<file path="src/rtl/jtag_gpio_ctrl.sv">
// DR-side controller behind the virtual JTAG TAP: capture/shift/update for BYPASS, IDCODE,
// CONFIG, DATA and STATUS registers, with length-checked commits to the GPIO output/enable state.
module jtag_gpio_ctrl #(
    parameter int                  IR_BITS   = 4,
    parameter int                  NR_GPIOS  = 8,
    parameter logic [31:0]         ID_CODE   = 32'h1234_5678,
    parameter logic [NR_GPIOS-1:0] OUT_RESET = '0
) (
    input  logic                tck,
    input  logic                reset_,
    input  logic [IR_BITS-1:0]  ir,
    input  logic                tdi,
    output logic                tdo,
    input  logic                capture_dr,
    input  logic                shift_dr,
    input  logic                update_dr,
    input  logic [NR_GPIOS-1:0] gpio_in,
    output logic [NR_GPIOS-1:0] gpio_out,
    output logic [NR_GPIOS-1:0] gpio_oe
);
    localparam int W = 32;
    localparam logic [IR_BITS-1:0] IR_IDCODE = IR_BITS'(1);
    localparam logic [IR_BITS-1:0] IR_CONFIG = IR_BITS'(2);
    localparam logic [IR_BITS-1:0] IR_DATA   = IR_BITS'(3);
    localparam logic [IR_BITS-1:0] IR_STATUS = IR_BITS'(4);

    logic [W-1:0]        sr, sr_cap, sr_shf, sr_hi;
    logic [5:0]          cnt, len;
    logic [NR_GPIOS-1:0] sync_meta, gpio_sync;
    logic                len_err;
    logic [3:0]          upd_cnt;
    logic                is_cfg, is_data, is_stat, len_ok;

    assign is_cfg  = (ir == IR_CONFIG);
    assign is_data = (ir == IR_DATA);
    assign is_stat = (ir == IR_STATUS);
    assign len_ok  = (cnt == len);
    assign tdo     = sr[0];
    assign sr_hi   = {1'b0, sr[W-1:1]};

    always_comb begin
        len    = 6'd1;
        sr_cap = '0;
        case (ir)
            IR_IDCODE: begin len = 6'd32; sr_cap = ID_CODE; end
            IR_CONFIG: begin len = 6'(NR_GPIOS); sr_cap[NR_GPIOS-1:0] = gpio_oe; end
            IR_DATA:   begin len = 6'(NR_GPIOS); sr_cap[NR_GPIOS-1:0] = gpio_sync; end
            IR_STATUS: begin len = 6'd8; sr_cap[7:0] = {len_err, 3'b000, upd_cnt}; end
            default:   begin len = 6'd1; sr_cap = '0; end
        endcase
    end

    // Only the low L bits form the active chain; tdi enters at bit L-1, upper bits hold.
    always_comb begin
        sr_shf = sr;
        for (int i = 0; i < W; i++) begin
            if (i == int'(len) - 1)
                sr_shf[i] = tdi;
            else if (i < int'(len) - 1)
                sr_shf[i] = sr_hi[i];
        end
    end

    always_ff @(posedge tck or negedge reset_) begin
        if (!reset_) begin
            sync_meta <= '0;
            gpio_sync <= '0;
        end else begin
            sync_meta <= gpio_in;
            gpio_sync <= sync_meta;
        end
    end

    always_ff @(posedge tck or negedge reset_) begin
        if (!reset_) begin
            sr       <= '0;
            cnt      <= '0;
            len_err  <= 1'b0;
            upd_cnt  <= '0;
            gpio_oe  <= '0;
            gpio_out <= OUT_RESET;
        end else if (capture_dr) begin
            sr  <= sr_cap;
            cnt <= '0;
        end else if (shift_dr) begin
            sr <= sr_shf;
            if (cnt != len + 6'd1)
                cnt <= cnt + 6'd1;
        end else if (update_dr) begin
            // A scan of the wrong length never touches GPIO state; it only flags the error.
            if (is_cfg || is_data) begin
                if (len_ok) begin
                    if (is_cfg)
                        gpio_oe <= sr[NR_GPIOS-1:0];
                    else
                        gpio_out <= sr[NR_GPIOS-1:0];
                    upd_cnt <= upd_cnt + 4'd1;
                end else begin
                    len_err <= 1'b1;
                end
            end else if (is_stat && len_ok && sr[7]) begin
                len_err <= 1'b0;
            end
        end
    end
endmodule

</file>
<file path="config.mk">
export PLATFORM = sky130hd
export DESIGN_NAME = jtag_gpio_ctrl
export DESIGN_NICKNAME = d
export VERILOG_FILES = /design/src/rtl/jtag_gpio_ctrl.sv
export SDC_FILE = /design/constraint.sdc
export NUM_CORES = 1
export LEC_CHECK = 0
export BUFFER_PORTS_ARGS = -buffer_cell sky130_fd_sc_hd__buf_2
export CAP_MARGIN = 20
export CORE_ASPECT_RATIO = 1.5
export CORE_MARGIN = 2
export CORE_UTILIZATION = 51
export CTS_CLUSTER_DIAMETER = 40
export DETAILED_ROUTE_END_ITERATION = 10
export PLACE_DENSITY = 0.73
export SYNTH_ARGS = -nofsm -noshare
export SYNTH_HDL_FRONTEND = slang
export SYNTH_SLANG_ARGS = --single-unit
</file>
<file path="constraint.sdc">
create_clock -name tck -period 1.8 [get_ports tck]
set_input_delay 0 -clock tck [delete_from_list [all_inputs] [get_ports tck]]
set_output_delay 0 -clock tck [all_outputs]
set_load 0.005 [all_outputs]
</file>
==> impl_metrics.csv, run 1 <==
group,metric,value,unit
clocking,cts_buffer_depth,2,
clocking,cts-root-buf,"clkbuf_8",
synth,synthSimpleGateAreaFrac,14.3,%
die,rows,38,
global_routing,grtUsageMet2,44.0,%
synth,synth-main-ff-cell,"dfrtp_1",
timing,setup_viol,16,
critical_path,startpoint_type,"input port",
synth,synth_top_area_share,49.9,%
timing,slew_headroom,36.6,%
drt,dr_total_vias,3122,
finish,multi_input_area,0.00189,mm2
critical_path,reg2reg_from,"cnt[0]$_DFFE_PN0P_",
finish,antennaDiodeCount,0,
global_routing,grt_start_max_net_pins,76,
critical_path,r2r-end,"gpio_oe[6]$_DFFE_PN0P_",
die,die-area,0.00810,mm2
synth,syn-cell-area,0.00376,mm2
finish,nets,466,
worst_hold_path,min_path_type,"in -> reg",
drt,wire_per_inst,17.3,um
drt,ant_nets,0,
global_routing,grt_pass1_vias,3245,
clocking,cts_tree,"yes",
power,power,3.66,mW
synth,yosysSeqAreaShare,49.9,%
global_routing,grt_pass1_wl,15500,um
power,p_per_area,764,mW/mm2
synth,synth_largest_area_cell,"dfrtp_1",
global_routing,grtUsageMet3,4.53,%
synth,yosys_warnings,0,
global_routing,grt-ovfl-total,0,
timing,rsz0062_at_grt,"yes",
power,max-vdd-ir-drop,0.395,mV
finish,seqCellArea,0.00188,mm2
clocking,htree_levels,3,
timing,period_share,104,%
finish,utilization,66.8,%
synth,synthXorXnorAreaFrac,1.63,%
clocking,cts.sinks,75,
power,leakage,2.25,nW
critical_path,crit_type,"in -> reg",
flow_run,maxCapViolCount,0,
die,initial_core_util,52.4,%
outcome,violations,"negative setup slack",
synth,syn_avg_cell_area,10.5,um2
timing,tightestPinTransition,0.951,ns
outcome,status,"finished with violations",
critical_path,crit_path_end_kind,"flop",
place,numPortBuffers,34,
critical_path,critPathMaxFanout,8,
global_routing,gr-usage-met1,28.7,%
place,dpl.hpwl,6750,um
synth,syn_inst,359,
synth,async_reset_ff_share,100,%
place,place.gp.congestion,0.882,
synth,synth_top_family_by_area,"compound AO/OA/AOI/OAI gates",
finish,syn_to_final_growth,27.4,%
drt,drt_iter0_drc,205,
timing,fmax,532,MHz
clocking,cts_setup_buffers,0,
drt,routed_wl,9450,um
critical_path,cp.arrival,2.12,ns
clocking,cts_made_buffers,9,
die,die_w,74.1,um
critical_path,crit_required,2.04,ns
synth,synth_seq_cells,75,
clocking,clock_latency,0.36,ns
synth,synth_nets,385,
critical_path,reg2reg_depth,5,
finish,nFillCells,538,
global_routing,grt.busiest_layer,"met2",
drt,drc_errors,0,
die,die_y,109,um
critical_path,crit_path_start,"ir[3]",
die,core_area,0.00718,mm2
timing,final_max_slew_viol_count,0,
critical_path,cp-endpoint,"gpio_oe[6]$_DFFE_PN0P_",
die,num_io_pins,35,
finish,drive_gt1_share,34.4,%
global_routing,gr-usage-all-layers,25.4,%
synth,synth-adder-area-share,2.66,%
timing,finClkSkew,0.00747,ns
synth,synth_compound_area_share,15.9,%
synth,synth_mux_area_share,11.5,%
synth,synth_cell_types,57,
global_routing,antenna_found_initial,0,
timing,finalCriticalPeriod,1.88,ns
drt,firstDrtPassIters,5,
synth,synth_edf_count,0,
synth,ys_top_cells_by_area,"dfrtp_1 (50%), mux2_2 (8.7%), a21oi_1 (4.8%)",
critical_path,rrSetupSlack,0.02,ns
clocking,path_clk_slew,0.08,ns
timing,fin_ws,-0.0794,ns
place,pre_cts_slack,-0.539,ns
timing,hold_viol,0,
drt,vias_per_cell,5.73,
critical path, cell delays in order:
cell and delay, ns:
buf_6 0.09, or4b_4 0.56, ha_4 0.20, xor2_1 0.14, nor4_1 0.20, and3_2 0.30
nand4b_4 0.25, mux2_4 0.37
stage by stage:
stage | area [um2] | std cells | hold WS [ns] | setup TNS [ns]
floorplan | 3890 | 359 | -0.296 | -11.54
global placement | 4400 | 519 | 0.108 | -15.01
detailed placement | 4400 | 519 | 0.110 | -17.65
CTS | 4770 | 545 | 0.0253 | -0.987
global route | 4790 | 545 | 0.0514 | -1.68
finish | 4790 | 545 | 0.0412 | -0.685
cell usage after synthesis, types with 2 or more instances:
| cell type | number |
|---|---|
| buf_4 | 3 |
| or3_1 | 2 |
| xor2_1 | 3 |
| nand3_1 | 7 |
| a22oi_1 | 2 |
| and3_1 | 4 |
| nor4_1 | 3 |
| nand4_1 | 6 |
| nand2b_1 | 3 |
| nand2_1 | 39 |
| mux2_2 | 29 |
| nor2b_1 | 4 |
| a32oi_1 | 2 |
| mux2i_1 | 8 |
| nor4b_1 | 2 |
| ha_1 | 8 |
| dfrtp_1 | 75 |
| clkbuf_1 | 15 |
| o21ai_0 | 25 |
| inv_1 | 8 |
| o221ai_1 | 2 |
| nor2_1 | 20 |
| a221oi_1 | 3 |
| buf_6 | 3 |
| o31a_1 | 3 |
| a31oi_1 | 3 |
| o41ai_1 | 2 |
| clkbuf_2 | 2 |
| xnor2_1 | 4 |
| o31ai_1 | 2 |
| a21oi_1 | 36 |
| nor3_1 | 2 |
| a31o_2 | 2 |
| a211oi_1 | 4 |
report_power, final:
part	total (mW)	internal (mW)	switching [mW]
logic	0.486	0.220	0.266
registers	1.80	1.75	0.0517
clock network	1.37	0.776	0.598
cell families after synthesis:
kind of cell / after synthesis
flip-flops: 75
AO/OA/AOI/OAI: 97
adder cells (fa/ha/maj): 8
AND/OR/NAND/NOR: 101
XOR/XNOR: 7
buffers and inverters: 32
multiplexers: 39
registers in the layout, summed over array words and instances (netlist names):
signal / flops
sr: 32
upd_cnt: 4
gpio_oe: 8
sync_meta: 8
len_err: 1
gpio_sync: 8
cnt: 6
gpio_out: 8
how the worst min path moves through the flow:
stage               startpoint                      to  slack, ns  depth (start not counted)
global route         update_dr     len_err$_DFFE_PN0P_       0.05                          4
CTS                  update_dr     len_err$_DFFE_PN0P_       0.03                          4
detailed placement  gpio_in[7]  sync_meta[7]$_DFF_PN0_       0.11                          1
floorplan               reset_      cnt[0]$_DFFE_PN0P_      -0.30                          0
global placement    gpio_in[6]  sync_meta[6]$_DFF_PN0_       0.11                          1
finish               update_dr     len_err$_DFFE_PN0P_       0.04                          4
repair_timing:
item,in CTS,in global routing
endpoints found under the hold margin,84,0
gates resized for setup,11,7
pin swaps,6,7
endpoints found under the setup margin,28,28
hold buffers,10,0
layout make-up:
class                           count  share of cell area, %
Clock inverter                      5                   1.62
Sequential cell                    75                   39.1
Inverter                            9                  0.731
Clock buffer                       11                   2.74
Timing Repair Buffer               93                   13.7
Tap cell                          100                   2.61
Multi-Input combinational cell    252                   39.4
metal layers:
layer / share of wire, % / vias to the layer above / wire length [um]
met5: 0 / - / 0
met4: 2.9 / 0 / 272
met3: 3.5 / 21 / 330
met2: 55 / 76 / 5150
met1: 39 / 1569 / 3690
li1: - / 1456 / -
cell usage in the layout (no fill, tap or decap), drive strengths merged, types with 7 or more instances in the layout:
| cell | Yosys | final |
|---|---|---|
| buf | 6 | 83 |
| dfrtp | 75 | 75 |
| nand2 | 39 | 39 |
| a21oi | 36 | 36 |
| mux2 | 31 | 31 |
| o21ai | 26 | 26 |
| nor2 | 20 | 20 |
| clkbuf | 17 | 11 |
| dlygate4sd3 | 0 | 10 |
| inv | 8 | 8 |
| mux2i | 8 | 8 |
| ha | 8 | 8 |
| nand4 | 7 | 7 |
| nand3 | 7 | 7 |
No activity file was read; power rests on OpenSTA's default activity.
==> inputs of run 2 (changes only) <==
--- a/config.mk
+++ b/config.mk
@@ -13,6 +13,7 @@
 export CTS_CLUSTER_DIAMETER = 40
 export DETAILED_ROUTE_END_ITERATION = 10
 export PLACE_DENSITY = 0.73
+export SETUP_SLACK_MARGIN = 0.3
 export SYNTH_ARGS = -nofsm -noshare
 export SYNTH_HDL_FRONTEND = slang
 export SYNTH_SLANG_ARGS = --single-unit
==> impl_metrics.csv, run 2 (same netlist as run 1, synthesis figures left out) <==
group,metric,value,unit
drt,wire_per_inst,20.2,um
clocking,cts-root-buf,"clkbuf_8",
outcome,violations,"negative setup slack",
drt,firstDrtPassIters,4,
finish,layout_common_cells,"dfrtp_1 (75), buf_4 (46), nand2_1 (33)",
die,die_w,74.1,um
drt,ant_nets,0,
die,num_io_pins,35,
die,rows,38,
critical_path,critPathMaxFanout,12,
power,p_per_area,741,mW/mm2
global_routing,grt_pass1_wl,15800,um
die,initial_core_util,52.4,%
critical_path,crit_path_start,"ir[3]",
place,numPortBuffers,34,
timing,final_max_slew_viol_count,0,
drt,drc_errors,0,
timing,setup_viol,4,
finish,regMostFlops,"sr",
timing,tightestPinTransition,0.433,ns
timing,fin_ws,-0.0518,ns
critical_path,crit_type,"in -> reg",
drt,routed_wl,11300,um
die,die-area,0.00810,mm2
clocking,path_clk_slew,0.08,ns
finish,multi_input_area,0.00221,mm2
global_routing,grt_pass1_vias,3279,
critical_path,startpoint_type,"input port",
global_routing,grt-ovfl-total,0,
power,leakage,2.46,nW
flow_run,maxCapViolCount,0,
timing,period_share,103,%
drt,drt_iter0_drc,256,
place,place.gp.congestion,0.879,
place,dp_cells,516,
timing,slew_headroom,71.0,%
critical_path,crit_required,2.05,ns
drt,dr_total_vias,3346,
die,die_y,109,um
critical_path,rrSetupSlack,0.01,ns
clocking,clock_latency,0.38,ns
finish,nets,479,
finish,largest_reg_flops,32,
clocking,cts_buffer_depth,2,
finish,mostFrequentLayoutCell,"dfrtp_1",
timing,fmax,540,MHz
critical_path,crit_path_end_kind,"flop",
finish,drive_gt1_share,45.6,%
timing,setup_tns,-0.103,ns
timing,hold_viol,0,
global_routing,antenna_found_initial,0,
outcome,status,"finished with violations",
clocking,cts.sinks,75,
global_routing,gr-usage-all-layers,26.5,%
critical_path,cp.arrival,2.10,ns
worst_hold_path,min_path_type,"in -> async",
finish,nFillCells,423,
finish,seqCellArea,0.00188,mm2
finish,antennaDiodeCount,0,
clocking,cts_made_buffers,9,
timing,finClkSkew,0.00913,ns
critical_path,r2r-end,"gpio_oe[4]$_DFFE_PN0P_",
drt,vias_per_cell,6.00,
finish,syn_to_final_growth,41.4,%
place,dpl.hpwl,6750,um
finish,layout.cells.non_filler,558,
power,max-vdd-ir-drop,0.450,mV
timing,finalCriticalPeriod,1.85,ns
die,core_area,0.00718,mm2
critical_path,reg2reg_from,"cnt[0]$_DFFE_PN0P_",
timing,rsz0062_at_grt,"yes",
clocking,cts_tree,"yes",
power,power,3.94,mW
global_routing,grt_start_max_net_pins,44,
critical_path,reg2reg_depth,5,
timing,hold_ws,0.115,ns
clocking,htree_levels,3,
[run 2: per-stage QoR]
stage | util [%] | cell area [um2] | setup slack (ns)
global route | 74.1 | 5320 | -0.115
global placement | 61.3 | 4400 | -0.458
floorplan | - | 3910 | -0.521
finish | 74.1 | 5320 | -0.0518
CTS | 67.8 | 4870 | -0.0639
detailed placement | 61.3 | 4400 | -0.521
[run 2: where the power goes]
group / internal, mW / total, mW / switching, mW
clock: 0.774 / 1.45 / 0.679
combinational: 0.327 / 0.675 / 0.348
sequential: 1.75 / 1.81 / 0.0628
[run 2: how the worst max path moves through the flow]
stage	to	slack (ns)	cells past startpoint
after detailed placement	gpio_oe[4]$_DFFE_PN0P_	-0.52	8
final	sr[17]$_DFFE_PN0P_	-0.05	8
after global routing	sr[17]$_DFFE_PN0P_	-0.11	8
after global placement	gpio_oe[7]$_DFFE_PN0P_	-0.46	8
after CTS	gpio_oe[4]$_DFFE_PN0P_	-0.06	8
after floorplan	gpio_oe[0]$_DFFE_PN0P_	-0.52	11
[run 2: repair_timing]
| item | CTS | global route |
|---|---|---|
| pin swaps | 3 | 35 |
| hold buffers | 10 | 0 |
| setup buffers | 4 | 12 |
| endpoints found under the setup margin | 41 | 47 |
| gates resized for setup | 27 | 89 |
| hold endpoints to repair | 84 | 0 |
[run 2: layout make-up]
class | instances | area share, %
multi-input combinational | 252 | 41.6
clock buffer | 9 | 2.33
inverter | 9 | 0.752
clock inverter | 7 | 1.74
timing repair buffer | 106 | 16.0
sequential | 75 | 35.3
tap | 100 | 2.35
[run 2: worst max-delay path: stages]
cell     delay [ns]
buf_6          0.09
or4b_4         0.57
buf_6          0.19
ha_2           0.40
nor4b_4        0.28
mux2_2         0.37
mux2i_1        0.14
nor2_1         0.06
[run 2: routing by layer]
| layer | part of all wire [%] | wire, um | GRT usage, % | vias to the layer above |
|---|---|---|---|---|
| li1 | - | - | - | 1488 |
| met1 | 37 | 4230 | 29.2 | 1660 |
| met2 | 53 | 5950 | 46.1 | 146 |
| met3 | 4.6 | 523 | 6.65 | 52 |
| met4 | 5.3 | 595 | 13.5 | 0 |
| met5 | 0 | 0 | 0 | - |
==> inputs of run 3 (changes only) <==
==> constraint.sdc (replaced) <==
create_clock -name tck -period 2.35 [get_ports tck]
set_input_delay 0 -clock tck [delete_from_list [all_inputs] [get_ports tck]]
set_output_delay 0 -clock tck [all_outputs]
set_load 0.005 [all_outputs]
==> impl_metrics.csv, run 3 (same netlist as run 1, synthesis figures left out) <==
group,metric,value,unit
outcome,status,"completed",
clocking,cts_buffer_depth,2,
finish,final_area,0.00453,mm2
finish,antennaDiodeCount,0,
drt,wire_per_inst,16.8,um
finish,layout.cells.non_filler,519,
clocking,cts.sinks,75,
clocking,cts_setup_buffers,0,
place,place.gp.congestion,0.848,
finish,drive_gt1_share,28.2,%
finish,largest_reg_flops,32,
finish,multi_input_area,0.00182,mm2
timing,slew_headroom,38.3,%
timing,setup_viol,0,
power,pwr-share-seq,49.1,%
global_routing,antenna_found_initial,0,
timing,rsz0062_at_grt,"no",
clocking,path_clk_slew,0.07,ns
timing,final_max_slew_viol_count,0,
critical_path,cp.arrival,2.19,ns
place,postPlaceCellArea,0.00420,mm2
clocking,cts-root-buf,"clkbuf_8",
place,dp_cells,493,
power,p_per_area,623,mW/mm2
finish,mostFrequentLayoutCell,"dfrtp_1",
global_routing,grt_start_max_net_pins,76,
power,max-vdd-ir-drop,0.314,mV
finish,utilization,63.1,%
drt,ant_nets,0,
critical_path,startpoint_type,"input port",
power,power,2.82,mW
die,initial_core_util,52.4,%
clocking,clock_latency,0.35,ns
timing,period_share,82.8,%
drt,firstDrtPassIters,4,
die,core_area,0.00718,mm2
timing,setup_tns,0,ns
clocking,htree_levels,3,
timing,finClkSkew,0.00476,ns
power,p_switching,0.687,mW
power,clockPowerShare,39.5,%
global_routing,gr-usage-all-layers,23.5,%
finish,regMostFlops,"sr",
global_routing,grt-ovfl-total,0,
critical_path,crit_type,"in -> reg",
timing,hold_viol,0,
global_routing,grt_pass1_vias,2993,
global_routing,grt_pass1_wl,14300,um
worst_hold_path,min_path_type,"in -> reg",
power,p_int,2.13,mW
die,rows,38,
power,power_frac_comb,11.4,%
drt,drt_iter0_drc,196,
place,numPortBuffers,34,
finish,seqCellArea,0.00188,mm2
drt,routed_wl,8700,um
die,die_w,74.1,um
die,die_y,109,um
finish,syn_to_final_growth,20.3,%
die,num_io_pins,35,
finish,nets,440,
power,switching_share,24.4,%
die,die-area,0.00810,mm2
clocking,cts_made_buffers,9,
power,leakage,2.10,nW
drt,drc_errors,0,
drt,vias_per_cell,5.66,
clocking,cts_tree,"yes",
critical_path,crit_path_end_kind,"flop",
critical_path,crit_required,2.59,ns
timing,tightestPinTransition,0.925,ns
critical_path,critPathMaxFanout,8,
finish,layout_common_cells,"dfrtp_1 (75), nand2_1 (38), a21oi_1 (36)",
flow_run,maxCapViolCount,0,
place,dpl.hpwl,6180,um
timing,finalCriticalPeriod,1.95,ns
timing,fmax,514,MHz
finish,nFillCells,556,
drt,dr_total_vias,2937,
-- run 3: changes by cell type in the layout (fill, tap and decap cells not counted), sizes merged --
cell      delta
buf         -39
clkinvlp     -3
clkbuf       +3
-- run 3: final timing paths --
kind,from,to,slack (ns),depth (start not counted)
worst min-delay path,capture_dr,sr[11]$_DFFE_PN0P_,0.1,3
min in group asynchronous,reset_,gpio_out[5]$_DFFE_PN0P_,0.32,2
worst max register to register,cnt[0]$_DFFE_PN0P_,gpio_oe[6]$_DFFE_PN0P_,0.44,5
worst min register to register,sync_meta[6]$_DFF_PN0_,gpio_sync[6]$_DFF_PN0_,0.35,0
max in group asynchronous,reset_,cnt[5]$_DFFE_PN0P_,1.43,2
worst max-delay path,ir[2],gpio_oe[6]$_DFFE_PN0P_,0.40,8
-- run 3: critical path: stages --
cell	delay, ns
buf_2	0.11
or4b_4	0.57
ha_4	0.20
xor2_1	0.15
nor4_1	0.24
and3_2	0.30
nand4b_4	0.25
mux2_4	0.37
-- run 3: area by class of cell --
type                            count  share of cell area (%)
Sequential cell                    75                    41.5
Multi-Input combinational cell    252                    40.2
Timing Repair Buffer               67                    9.84
Clock buffer                       12                    3.43
Tap cell                          100                    2.76
Clock inverter                      4                    1.60
Inverter                            9                   0.746
-- run 3: timing repair --
action                                  in CTS  in global routing
resized for setup                            0                  1
endpoints found under the hold margin       84                  0
hold buffers                                10                  0
endpoints found under the setup margin       0                  7
-- run 3: metal layers --
layer / GRT usage, % / vias to the layer above / share of wire, %
met5: 0 / - / 0
met4: 12.2 / 0 / 2.6
met3: 4.62 / 19 / 4.0
met2: 40.8 / 69 / 54
met1: 26.6 / 1447 / 40
li1: - / 1402 / -
-- run 3: metrics by stage --
stage / hold slack (ns) / setup slack, ns
6_report: 0.0970 / 0.404
3_5_place_dp: 0.111 / 0.0156
4_1_cts: 0.0872 / 0.400
2_1_floorplan: -0.296 / 0.0293
5_1_grt: 0.123 / 0.266
3_3_place_gp: 0.108 / 0.0755
-- run 3: power by group through the flow --
stage / registers [mW] / clock network, mW / logic (mW)
CTS: 1.38 / 1.14 / 0.319
finish: 1.38 / 1.11 / 0.320
floorplan: 1.39 / 0 / 0.205
global route: 1.39 / 1.20 / 0.355
detailed placement: 1.41 / 0 / 0.305
global placement: 1.41 / 0 / 0.299
